$ cat src/rtl/gmii_arb_pkg.sv
// Shared types and defaults for the GMII transmit arbiter.
package gmii_arb_pkg;

  typedef enum logic [1:0] {
    IDLE,
    GRANT,
    XFER,
    IFG
  } arb_state_t;

  localparam int unsigned GMII_IFG_DEFAULT = 12;
  localparam int unsigned GMII_MAX_FRAME   = 1526;

  function automatic int unsigned max_u(input int unsigned a, input int unsigned b);
    return (a > b) ? a : b;
  endfunction

endpackage

$ cat src/rtl/rr_pick.sv
// Combinational round-robin pick: first requester strictly after last_win_i, wrapping.
module rr_pick #(
  parameter int unsigned N_SRC = 2
) (
  input  logic [N_SRC-1:0]         req_i,
  input  logic [$clog2(N_SRC)-1:0] last_win_i,
  output logic [N_SRC-1:0]         gnt_o,
  output logic [$clog2(N_SRC)-1:0] idx_o,
  output logic                     valid_o
);

  localparam int unsigned IW = $clog2(N_SRC);

  int unsigned   cand;
  logic [IW-1:0] cand_idx;

  always_comb begin
    gnt_o    = '0;
    idx_o    = '0;
    valid_o  = 1'b0;
    cand     = 0;
    cand_idx = '0;
    for (int unsigned off = 1; off <= N_SRC; off++) begin
      cand     = (int'(last_win_i) + off) % N_SRC;
      cand_idx = IW'(cand);
      if (!valid_o && req_i[cand_idx]) begin
        valid_o         = 1'b1;
        idx_o           = cand_idx;
        gnt_o[cand_idx] = 1'b1;
      end
    end
  end

endmodule

$ cat src/rtl/gmii_tx_arbiter.sv
// Frame-granular round-robin arbiter in front of the PCS GMII transmit path.
// Optional frame-length watchdog enabled by defining GMII_ARB_WATCHDOG_EN.
module gmii_tx_arbiter
  import gmii_arb_pkg::*;
#(
  parameter int unsigned N_SRC           = 2,
  parameter int unsigned IFG_CYCLES      = GMII_IFG_DEFAULT,
  parameter int unsigned START_TIMEOUT   = 64,
  parameter int unsigned MAX_FRAME_BYTES = GMII_MAX_FRAME
) (
  input  logic               gmii_clk,
  input  logic               rst_n,
  input  logic               link_up,
  input  logic [N_SRC-1:0]   src_req,
  output logic [N_SRC-1:0]   src_gnt,
  input  logic [8*N_SRC-1:0] src_txd,
  input  logic [N_SRC-1:0]   src_tx_en,
  input  logic [N_SRC-1:0]   src_tx_er,
  output logic [7:0]         gmii_tx_data,
  output logic               gmii_tx_en,
  output logic               gmii_tx_err,
  output logic               busy,
  output logic [15:0]        frames_sent
`ifdef GMII_ARB_WATCHDOG_EN
  ,
  output logic               abort_pulse
`endif
);

  localparam int unsigned IW = $clog2(N_SRC);
  localparam int unsigned CW = $clog2(max_u(IFG_CYCLES, START_TIMEOUT) + 1);

  arb_state_t    state_q, state_d;
  logic [IW-1:0] last_win_q, last_win_d;
  logic [N_SRC-1:0] gnt_q, gnt_d;
  logic [7:0]    data_q, data_d;
  logic          en_q, en_d;
  logic          er_q, er_d;
  logic [15:0]   frames_q, frames_d;
  logic [CW-1:0] cnt_q, cnt_d;

  logic [N_SRC-1:0] pick_gnt;
  logic [IW-1:0]    pick_idx;
  logic             pick_valid;

  logic [7:0] sel_txd;
  logic       sel_en;
  logic       sel_er;
  logic       sel_req;
  logic       wd_hit;

  rr_pick #(
    .N_SRC(N_SRC)
  ) u_pick (
    .req_i      (src_req),
    .last_win_i (last_win_q),
    .gnt_o      (pick_gnt),
    .idx_o      (pick_idx),
    .valid_o    (pick_valid)
  );

  // last_win_q always names the granted source while in GRANT/XFER.
  always_comb begin
    sel_txd = '0;
    sel_en  = 1'b0;
    sel_er  = 1'b0;
    sel_req = 1'b0;
    for (int unsigned i = 0; i < N_SRC; i++) begin
      if (last_win_q == IW'(i)) begin
        sel_txd = src_txd[8*i +: 8];
        sel_en  = src_tx_en[i];
        sel_er  = src_tx_er[i];
        sel_req = src_req[i];
      end
    end
  end

`ifdef GMII_ARB_WATCHDOG_EN
  localparam int unsigned BW = $clog2(MAX_FRAME_BYTES + 1);

  logic [BW-1:0] bcnt_q;
  logic          abort_q;

  // bcnt_q holds the number of bytes already emitted in the current frame.
  always_ff @(posedge gmii_clk or negedge rst_n) begin
    if (!rst_n) begin
      bcnt_q  <= '0;
      abort_q <= 1'b0;
    end else begin
      abort_q <= (state_q == XFER) && sel_en && wd_hit;
      if (state_q == GRANT && sel_en) begin
        bcnt_q <= BW'(1);
      end else if (state_q == XFER && sel_en && !wd_hit) begin
        bcnt_q <= bcnt_q + 1'b1;
      end
    end
  end

  assign wd_hit      = (bcnt_q == BW'(MAX_FRAME_BYTES));
  assign abort_pulse = abort_q;
`else
  assign wd_hit = 1'b0;
`endif

  always_comb begin
    state_d    = state_q;
    last_win_d = last_win_q;
    gnt_d      = gnt_q;
    data_d     = '0;
    en_d       = 1'b0;
    er_d       = 1'b0;
    frames_d   = frames_q;
    cnt_d      = cnt_q;
    case (state_q)
      IDLE: begin
        cnt_d = '0;
        if (link_up && pick_valid) begin
          gnt_d      = pick_gnt;
          last_win_d = pick_idx;
          state_d    = GRANT;
        end
      end
      GRANT: begin
        if (sel_en) begin
          data_d  = sel_txd;
          en_d    = 1'b1;
          er_d    = sel_er;
          state_d = XFER;
        end else if (!sel_req || cnt_q == CW'(START_TIMEOUT - 1)) begin
          gnt_d   = '0;
          state_d = IDLE;
        end else begin
          cnt_d = cnt_q + 1'b1;
        end
      end
      XFER: begin
        if (sel_en && wd_hit) begin
          en_d    = 1'b1;
          er_d    = 1'b1;
          gnt_d   = '0;
          cnt_d   = '0;
          state_d = IFG;
        end else if (sel_en) begin
          data_d = sel_txd;
          en_d   = 1'b1;
          er_d   = sel_er;
        end else begin
          gnt_d    = '0;
          frames_d = frames_q + 16'd1;
          cnt_d    = '0;
          state_d  = IFG;
        end
      end
      IFG: begin
        if (cnt_q == CW'(IFG_CYCLES - 1)) begin
          state_d = IDLE;
        end else begin
          cnt_d = cnt_q + 1'b1;
        end
      end
      default: state_d = IDLE;
    endcase
  end

  always_ff @(posedge gmii_clk or negedge rst_n) begin
    if (!rst_n) begin
      state_q    <= IDLE;
      last_win_q <= IW'(N_SRC - 1);
      gnt_q      <= '0;
      data_q     <= '0;
      en_q       <= 1'b0;
      er_q       <= 1'b0;
      frames_q   <= '0;
      cnt_q      <= '0;
    end else begin
      state_q    <= state_d;
      last_win_q <= last_win_d;
      gnt_q      <= gnt_d;
      data_q     <= data_d;
      en_q       <= en_d;
      er_q       <= er_d;
      frames_q   <= frames_d;
      cnt_q      <= cnt_d;
    end
  end

  assign src_gnt      = gnt_q;
  assign gmii_tx_data = data_q;
  assign gmii_tx_en   = en_q;
  assign gmii_tx_err  = er_q;
  assign busy         = (state_q != IDLE);
  assign frames_sent  = frames_q;

endmodule

$ cat config.mk
export PLATFORM = sky130hd
export DESIGN_NAME = gmii_tx_arbiter
export DESIGN_NICKNAME = d
export VERILOG_FILES = /design/src/rtl/gmii_arb_pkg.sv /design/src/rtl/rr_pick.sv /design/src/rtl/gmii_tx_arbiter.sv
export SDC_FILE = /design/constraint.sdc
export NUM_CORES = 1
export LEC_CHECK = 0
export ABC_CLOCK_PERIOD_IN_PS = 3600
export BUFFER_PORTS_ARGS = -buffer_cell sky130_fd_sc_hd__buf_2
export CAP_MARGIN = 30
export CORE_MARGIN = 4
export CORE_UTILIZATION = 33
export CTS_CLUSTER_SIZE = 20
export DETAILED_ROUTE_END_ITERATION = 10
export HOLD_SLACK_MARGIN = 0.06
export PLACE_DENSITY = 0.56
export SETUP_SLACK_MARGIN = 0.05
export SLEW_MARGIN = 15
export SYNTH_ARGS = -nofsm -noshare
export SYNTH_HDL_FRONTEND = slang
export SYNTH_SLANG_ARGS = --single-unit
$ cat constraint.sdc
create_clock -name gmii_clk -period 3.6 [get_ports gmii_clk]
set_clock_uncertainty 0.05 [all_clocks]
set_input_delay 0.72 -clock gmii_clk [delete_from_list [all_inputs] [get_ports gmii_clk]]
set_output_delay 0.72 -clock gmii_clk [all_outputs]
set_load 0.005 [all_outputs]
; Yosys cells after proc, flatten, opt, wreduce, memory -nomap -nowiden
; Index checks and enable logic that the tools add are counted.
[totals]
in_bits = 25
ff_bits = 38
output_inout_bits = 29
[op_classes]
n_reduce_logical = 16
addsub = 4
magnitude_cmp = 4
n_mux = 39
eq_ne = 13
bitwise = 2
[op_table]
columns = op, count
row1 = 7-bit two-way mux, 4
row2 = 7-bit case mux with 4 select lines, 1
row3 = 8-bit two-way mux, 3
row4 = 2-bit two-way mux, 10
row5 = 1-bit two-way mux, 17
row6 = "16-bit by 1-bit adder with 16-bit output, second input constant", 1
row7 = "2-bit inequality test, second input constant", 7
row8 = 2-bit case mux with 4 select lines, 1
row9 = 4-bit AND reduction, 2
row10 = "7-bit by 1-bit adder with 7-bit output, second input constant", 1
row11 = "7-bit by 4-bit == test with 1-bit output, second input constant", 1
row12 = "7-bit by 6-bit == test with 1-bit output, second input constant", 1
row13 = 2-bit case mux with 3 select lines, 1
row14 = 5-bit AND reduction, 1
row15 = "2-bit == test, second input constant", 2
row16 = 1-bit logical AND, 4
row17 = "1-bit by 2-bit < comparator with 1-bit output, second input constant", 2
row18 = 2-bit AND reduction, 2
row19 = "3-bit inequality test, second input constant", 1
row20 = 3-bit nonzero test, 1
row21 = "1-bit adder, second input constant", 2
row22 = 1-bit demux with 1-bit select, 2
row23 = "2-bit by 1-bit == test with 1-bit output, second input constant", 1
row24 = "1-bit greater-or-equal comparator, second input constant", 2
row25 = other kinds (7), 8

; Longest topological paths before layout
; Gate-level depths: netlist (run 1).
[depth]
depth_word = 10
depth_mapped = 8
mapped_depth_nobuf = 7

; By module
; Synthesis (run 1) repeated with hierarchy kept, for this count alone.
[unflattened]
cells_unflattened = 182
area_unflattened_um2 = 2010.7
[by_module_without_submodules]
columns = module, n_inst, area_per_inst_um2, cells_per_inst, seq_area_each_um2
row1 = gmii_tx_arbiter, 1, 1978.1, 177, 952.2
row2 = rr_pick, 1, 32.5, 5, 0.0

; Worst setup path after synthesis (run 1)
; Ideal clock, no wire load.
[synth_path]
path_type = reg-to-reg
startpoint = reg state_q[0]
endpoint = reg cnt_q[5]
path_buffers = 0
arrival_time_ns = 1.732
setup_slack_ns = 1.691
stages_incl_launch_ff = 8
required_ns = 3.423
path_cell_list = dfrtp_1 > inv_1 > ha_1 > nor2_1 > o32ai_4 > nor4_2 > nand2_1 > mux2_1
[synth_via]
elab_chain_cells = 3
[synth_rtl]
columns = item, line
row1 = "start, declared", gmii_tx_arbiter.sv:33  ; arb_state_t state_q, state_d;
row2 = "start signal, assigned", gmii_tx_arbiter.sv:176  ; state_q <= state_d;
row3 = 2-bit == test / 2-bit by 1-bit == test with 1-bit output (equally long branches), gmii_tx_arbiter.sv:114  ; case (state_q)
row4 = 2-bit inequality test (no source line), --
row5 = 4-bit AND reduction (no source line), --
row6 = "end signal, assigned", gmii_tx_arbiter.sv:183  ; cnt_q <= cnt_d;
row7 = "end, declared", gmii_tx_arbiter.sv:40  ; logic [CW-1:0] cnt_q, cnt_d;
; Parallel ways exist; a longest one is shown, timed or not.
; A chain may end at the register's enable or synchronous reset.

; Worst setup path in the final report (run 1)
[layout_path]
startpoint = reg last_win_q
endpoint = reg cnt_q[5]
[layout_via]
elab_chain_cells = 5
[layout_rtl]
columns = item, line
row1 = "start, declared", gmii_tx_arbiter.sv:34  ; logic [IW-1:0] last_win_q, last_win_d;
row2 = "start signal, assigned", gmii_tx_arbiter.sv:168  ; last_win_q <= IW'(N_SRC - 1);
row3 = "start signal, assigned", gmii_tx_arbiter.sv:177  ; last_win_q <= last_win_d;
row4 = 1-bit two-way mux, gmii_tx_arbiter.sv:69  ; if (last_win_q == IW'(i)) begin
row5 = 1-bit zero test, gmii_tx_arbiter.sv:129  ; end else if (!sel_req || cnt_q == CW'(START_TIMEOUT - 1)) begin
row6 = 1-bit logical OR, gmii_tx_arbiter.sv:129
row7 = 2-bit inequality test (no source line), --
row8 = 4-bit AND reduction (no source line) (*), --
; Mark *: on every way between the ends. The rest lies on a longest branch, timed or not.

==> results of run 1 <==
## stage by stage
step / worst slack [ns] / total power [mW] / hold WS (ns)
3_3_place_gp: 1.42 / 1.23 / 0.406
4_1_cts: 1.37 / 1.54 / 0.426
2_1_floorplan: 1.69 / 1.05 / 0.374
3_5_place_dp: 1.37 / 1.24 / 0.416
6_report: 1.38 / 1.52 / 0.252
5_1_grt: 1.22 / 1.65 / 0.272
## per-layer routing
metal  global-route usage, %  routed length, um  up-vias
met4                    3.45                 43        0
li1                        -                  -      723
met3                    3.79                259        5
met2                    19.5               1860       39
met5                       0                  0        -
met1                    15.0               1830      691
## worst reg2reg max path, delay by kind of cell (launching register included)
family	cells	cell delay (ns)
AO/OA/AOI/OAI	1	0.14
AND/OR/NAND/NOR	2	0.42
multiplexers	2	0.67
flip-flops	1	0.84
## layout make-up
| class | count | share of cell area, % |
|---|---|---|
| sequential | 38 | 39.7 |
| clock buffer | 7 | 3.60 |
| tap | 72 | 3.75 |
| inverter | 8 | 1.25 |
| clock inverter | 1 | 0.209 |
| multi-input combinational | 126 | 39.6 |
| timing repair buffer | 54 | 11.9 |
## power by group
part	internal (mW)	switching, mW
clock	0.155	0.144
combinational	0.281	0.286
sequential	0.534	0.122
total	0.970	0.553
## state kept, by name, summed over array words and instances (netlist names), named ones only
name and cells:
frames_sent 16, gmii_tx_data 8, last_win_q 1, gmii_tx_err 1, gmii_tx_en 1, cnt_q 7, state_q 1, src_gnt 2
## cells by family (layout without fill, tap and decap cells)
family                   count (synthesis)  after routing  share of synthesized area, %
adder cells (fa/ha/maj)                  8              8                          5.13
AO/OA/AOI/OAI                           15             15                          5.83
XOR/XNOR                                18             18                          8.07
buffers and inverters                   12             70                          2.56
multiplexers                            18             18                          10.6
AND/OR/NAND/NOR                         67             67                          19.0
flip-flops                              38             38                          48.8
## cell usage in the layout, fill, tap and decap left out, types with 6 or more instances in the layout
| master | netlist | layout |
|---|---|---|
| nor2_1 | 19 | 19 |
| nand2_1 | 9 | 9 |
| nand3_1 | 7 | 7 |
| nand4_1 | 9 | 9 |
| dfrtp_1 | 37 | 37 |
| buf_2 | 1 | 53 |
| xnor2_1 | 13 | 13 |
| clkbuf_8 | 0 | 6 |
| inv_1 | 8 | 8 |
| ha_1 | 8 | 8 |
| mux2i_1 | 11 | 11 |
## synth_stat cells (2+ instances only)
| library cell | count | area, um2 |
|---|---|---|
| xnor2_1 | 13 | 114 |
| o21ai_0 | 5 | 25.0 |
| dfrtp_1 | 37 | 926 |
| and4_1 | 2 | 17.5 |
| nor2_1 | 19 | 71.3 |
| a31oi_1 | 2 | 12.5 |
| nor2b_1 | 2 | 12.5 |
| ha_1 | 8 | 100 |
| nand2_1 | 9 | 33.8 |
| inv_1 | 8 | 30.0 |
| and2_1 | 4 | 25.0 |
| mux2_4 | 2 | 30.0 |
| mux2i_1 | 11 | 110 |
| xor2_1 | 5 | 43.8 |
| nand4_1 | 9 | 56.3 |
| a21oi_1 | 2 | 10.0 |
| nand3_1 | 7 | 35.0 |
| and3_1 | 5 | 31.3 |
| mux2_2 | 3 | 33.8 |
## final timing paths
check | startpoint | endpoint | slack, ns | depth (start not counted)
max | last_win_q | cnt_q[5] | 1.38 | 5
max reg2reg | last_win_q | cnt_q[5] | 1.38 | 5
max in group asynchronous | rst_n | last_win_q | 2.73 | 2
min in group gmii_clk | frames_sent[15] | frames_sent[15] | 0.42 | 1
min | rst_n | frames_sent[2] | 0.25 | 1
min reg2reg | frames_sent[15] | frames_sent[15] | 0.42 | 1
==> reports/metrics.yaml, run 1 <==
run_status:
  outcome: "finished, final reports clean"
worst_setup_path:
  end_kind: "flop"
  cp_data_required_time_ns: 3.72
  critical_path_buf_inv_count: 0
  worstPathCellList: "mux2i_4 > o32ai_4 > nor4_2 > nand2_1 > mux2_1"
  path_delay_family: "flip-flops"
  cp_slowest_cell: "dfstp_2"
  path_max_fanout: 16
  worstSetupPathType: "flop to flop"
  crit_path_max_incr_delay_ns: 0.84
  cp.arrival_ns: 2.34
  critPathLaunchType: "flop"
place:
  place_congestion: 0.833
  placedInstanceArea_um2: 2290
  dp.cells: 297
  dp_hpwl_um: 3020
  io_buffers: 53
global_route:
  antenna_found_initial: 0
  grt_overflow_total: 0
  grt_max_degree: 39
  grt_pass1_vias: 1496
  grt_usage_pct: 11.9
  grt_pass1_wl_um: 6960
detailed_routing:
  wl_per_cell_um: 13.1
  drt-total-wl_um: 4000
  vias: 1458
  vias_per_cell: 4.76
  drc_errors: 0
  drt_iter0_drc: 47
  first_pass_iters: 4
  ant_nets: 0
logic_synthesis:
  yosys_warnings: 0
  synth_async_sr_flop_share_pct: 100
  synth_edf_count: 0
  syn_nets: 209
  synth_area_um2: 1950
  syn_inst: 176
  ys_seq_area_share_pct: 48.8
  synthFlopType: "dfrtp_1"
  synth_cell_types: 42
  syn-mean-instance-area_um2: 11.1
  synth-seq-cells: 38
die:
  pin_count: 54
  die_w_um: 84.9
  initial_core_util_pct: 34.8
  die-height_um: 84.9
  rows: 27
  dieArea_um2: 7210
  core_um2: 5610
timing:
  finalHoldViolCount: 0
  finalSetupViolCount: 0
  tightest_slew_ns: 0.473
  fin_crit_sh_pct: 61.7
  fmax_ghz: 0.450
  post-route-min-period_ns: 2.22
  rsz0062_at_grt: "false"
  relSlewSlack_pct: 68.4
  setup_tns_ns: 0
  drv_slew: 0
power_and_ir_drop:
  p_per_area_nw_per_um2: 634
  vdd_ir_drop_max_mv: 0.216
  leakage_nw: 1.23
clocking:
  cts_tree: "done"
  cts_buffer_depth: 2
  post-cts-setup-buffers: 0
  clock_latency_ns: 0.29
  root_buffer: "clkbuf_8"
  cts_hold_buf: 0
  clkTransAtPathRegs_ns: 0.08
  cts.sinks: 38
  htree_levels: 2
  post_cts_resize_count: 0
  numCtsBuffers: 5
run:
  cap_violations: 0
final_layout:
  nets: 266
  syn_to_final_growth_pct: 22.9
  diodes: 0
  fillers: 581
  fin_cells: 306
  final_util_pct: 42.8
  regArea_um2: 952
  fin_area_um2: 2400
  multi_input_area_um2: 951
  drive_gt1_share_pct: 31.6
hold_path:
  hold_path_class: "primary input to asynchronous set/reset pin"
Power figures use the tool's default switching activity.
==> inputs of run 2 (changes only) <==
ABC_AREA = 1   (was default)
ABC_CLOCK_PERIOD_IN_PS = 2000   (was 3600)
PLACE_DENSITY = 0.57   (was 0.56)
clock period = 2 ns   (was 3.6 ns; I/O delays follow)
==> reports/metrics.yaml, run 2 <==
run_status:
  outcome: "finished, final reports clean"
hold_path:
  whs_path_depth: 3
  hold_path_class: "primary input to flop"
logic_synthesis:
  synth-seq-cells: 38
  syn-mean-instance-area_um2: 7.56
  synth_compound_area_share_pct: 7.47
  syn_nets: 312
  synthFlopType: "dfrtp_1"
  synth.area.top_cells: "dfrtp_1, nand2_1, ha_1, inv_1, nor2_1"
  netlist_top_cells_count: "nand2_1, dfrtp_1, inv_1, nor2_1, nand3_1"
  synth_async_sr_flop_share_pct: 100
  synth_cell_types: 26
  synthXorXnorAreaFrac_pct: 4.98
  yosys_warnings: 0
  synth_fa_ha_area_share_pct: 4.74
  synth_top_family_by_area: "simple AND/OR/NAND/NOR gates"
  synthDominantCellAreaShare_pct: 43.9
  muxShareOfSynthArea_pct: 0
  ys_seq_area_share_pct: 45.1
  synth_edf_count: 0
  synth_top_area_cell: "dfrtp_1"
  yosys.area_share.simple_pct: 32.5
  synth_area_um2: 2110
  syn_inst: 279
  yosysMostFrequentCell: "nand2_1"
detailed_routing:
  vias_per_cell: 4.58
  first_pass_iters: 4
  wl_per_cell_um: 11.7
  ant_nets: 0
  drt_iter0_drc: 76
  drc_errors: 0
  vias: 1907
  drt-total-wl_um: 4890
global_route:
  grt_overflow_total: 0
  grt_pass1_wl_um: 8310
  antenna_found_initial: 0
  grt_max_degree: 23
  grt_usage_pct: 13.7
  grt_pass1_vias: 1848
place:
  dp.cells: 407
  dp_hpwl_um: 3850
  io_buffers: 53
  place_congestion: 0.847
  dp_slack_ns: 0.100
power_and_ir_drop:
  power_frac_seq_pct: 40.9
  pwr-share-clk_pct: 20.1
  leakage_nw: 1.37
  combinationalPowerShare_pct: 39.0
  switching_share_pct: 39.6
  vdd_ir_drop_max_mv: 0.506
  p_per_area_nw_per_um2: 1030
  p_int_mw: 1.62
  power.net_switching_mw: 1.06
timing:
  fmax_ghz: 0.561
  setup_tns_ns: 0
  post-route-min-period_ns: 1.78
  relSlewSlack_pct: 71.2
  finalSetupViolCount: 0
  fin_crit_sh_pct: 89.2
  hold_slack_ns: 0.301
  finalHoldViolCount: 0
  tightest_slew_ns: 0.432
  rsz0062_at_grt: "false"
  worst_slack_ns: 0.216
  drv_slew: 0
clocking:
  root_buffer: "clkbuf_8"
  clock_latency_ns: 0.28
  cts.sinks: 38
  clkTransAtPathRegs_ns: 0.07
  cts_tree: "done"
  post-cts-setup-buffers: 0
  htree_levels: 2
  numCtsBuffers: 5
  cts_buffer_depth: 2
worst_setup_path:
  cp_slowest_cell: "dfrtp_1"
  crit_path_max_incr_delay_ns: 0.46
  cp_data_required_time_ns: 2.11
  worstPathCellList: "inv_1 > ha_1 > o21ai_1 > nand2_1 > nor2_4 > o21ai_0"
  worstSetupPathType: "flop to flop"
  critical_path_buf_inv_count: 1
  reg2regPathDepth: 6
  path_max_fanout: 9
  path_delay_family: "flip-flops"
  end_kind: "flop"
  critPathLaunchType: "flop"
  cp.arrival_ns: 1.90
  critical_path_depth: 6
die:
  rows: 28
  core_um2: 6060
  initial_core_util_pct: 34.8
  dieArea_um2: 7740
  die-height_um: 88.0
  pin_count: 54
  die_w_um: 88.0
final_layout:
  fin_cells: 416
  syn_to_final_growth_pct: 23.0
  mostFrequentLayoutCells: "nand2_1, buf_2, dfrtp_1, inv_1, nor2_1"
  diodes: 0
  final_util_pct: 42.8
  final_common_cell: "nand2_1"
  largest_reg_flops: 16
  drive_gt1_share_pct: 21.4
  nets: 373
run:
  cap_violations: 0
==> run 2: cell count changes in the layout (fill, tap and decap cells not counted), moves of 4 or more <==
cell and change:
mux2i_1 -11, nand2_1 +94, inv_1 +17, nand3_1 +9
xnor2_1 -7, o21ai_0 +7, a21oi_1 +13, and3_1 -5
nor2_1 +4
==> run 2: cells by family after synthesis <==
kind of cell | count (synthesis)
AOI/OAI and AO/OA | 31
xor gates and xnor gates | 12
adders and majority gates | 8
buffers and inverters | 29
DFF | 38
and+or+nand+nor | 161
==> run 2: per-stage QoR <==
step	cell area, um2	total power, mW
after floorplan	2110	1.75
after global placement	2490	2.15
after detailed placement	2490	2.15
after CTS	2590	2.71
after global routing	2590	2.92
final	2590	2.68
==> run 2: worst min-delay path, cell delays in order <==
cell and delay, ns:
buf_2 0.09, nand2_1 0.05, a21oi_1 0.05
==> run 2: what timing repair did <==
action | 4_1_cts | 5_1_grt
hold buffers | 1 | 0
endpoints found under the hold margin | 15 | 0
gates resized for setup | 0 | 1
endpoints found under the setup margin | 0 | 6
==> run 2: cell type report <==
type	count	area, um2
Sequential cell	38	952
Tap cell	75	93.8
Clock buffer	7	86.3
Multi-Input combinational cell	212	1050
Timing Repair Buffer	56	303
Inverter	27	101
Clock inverter	1	5.00
Fill cell	659	3470
==> run 2: power groups by stage <==
stage,registers [mW],clock network (mW),logic [mW]
final,1.10,0.538,1.04
after global routing,1.12,0.605,1.19
after CTS,1.10,0.568,1.05
after detailed placement,1.10,0,1.04
after global placement,1.10,0,1.05
after floorplan,1.11,0,0.644
==> run 2: routing by layer <==
layer | track usage [%] | up-vias | wire length [um]
met5 | 0 | - | 0
met4 | 3.77 | 0 | 29
met3 | 5.08 | 4 | 412
met2 | 21.4 | 56 | 2120
met1 | 17.7 | 845 | 2330
li1 | - | 1002 | -
==> run 2: worst paths after layout <==
check	from	to	slack (ns)
min	src_txd[3]	gmii_tx_data[3]	0.30
min in group asynchronous	rst_n	src_gnt[1]	0.53
min reg2reg	src_gnt[0]	src_gnt[0]	0.45
max	state_q[0]	cnt_q[2]	0.22
max reg2reg	state_q[0]	cnt_q[2]	0.22
max in group asynchronous	rst_n	frames_sent[10]	0.91
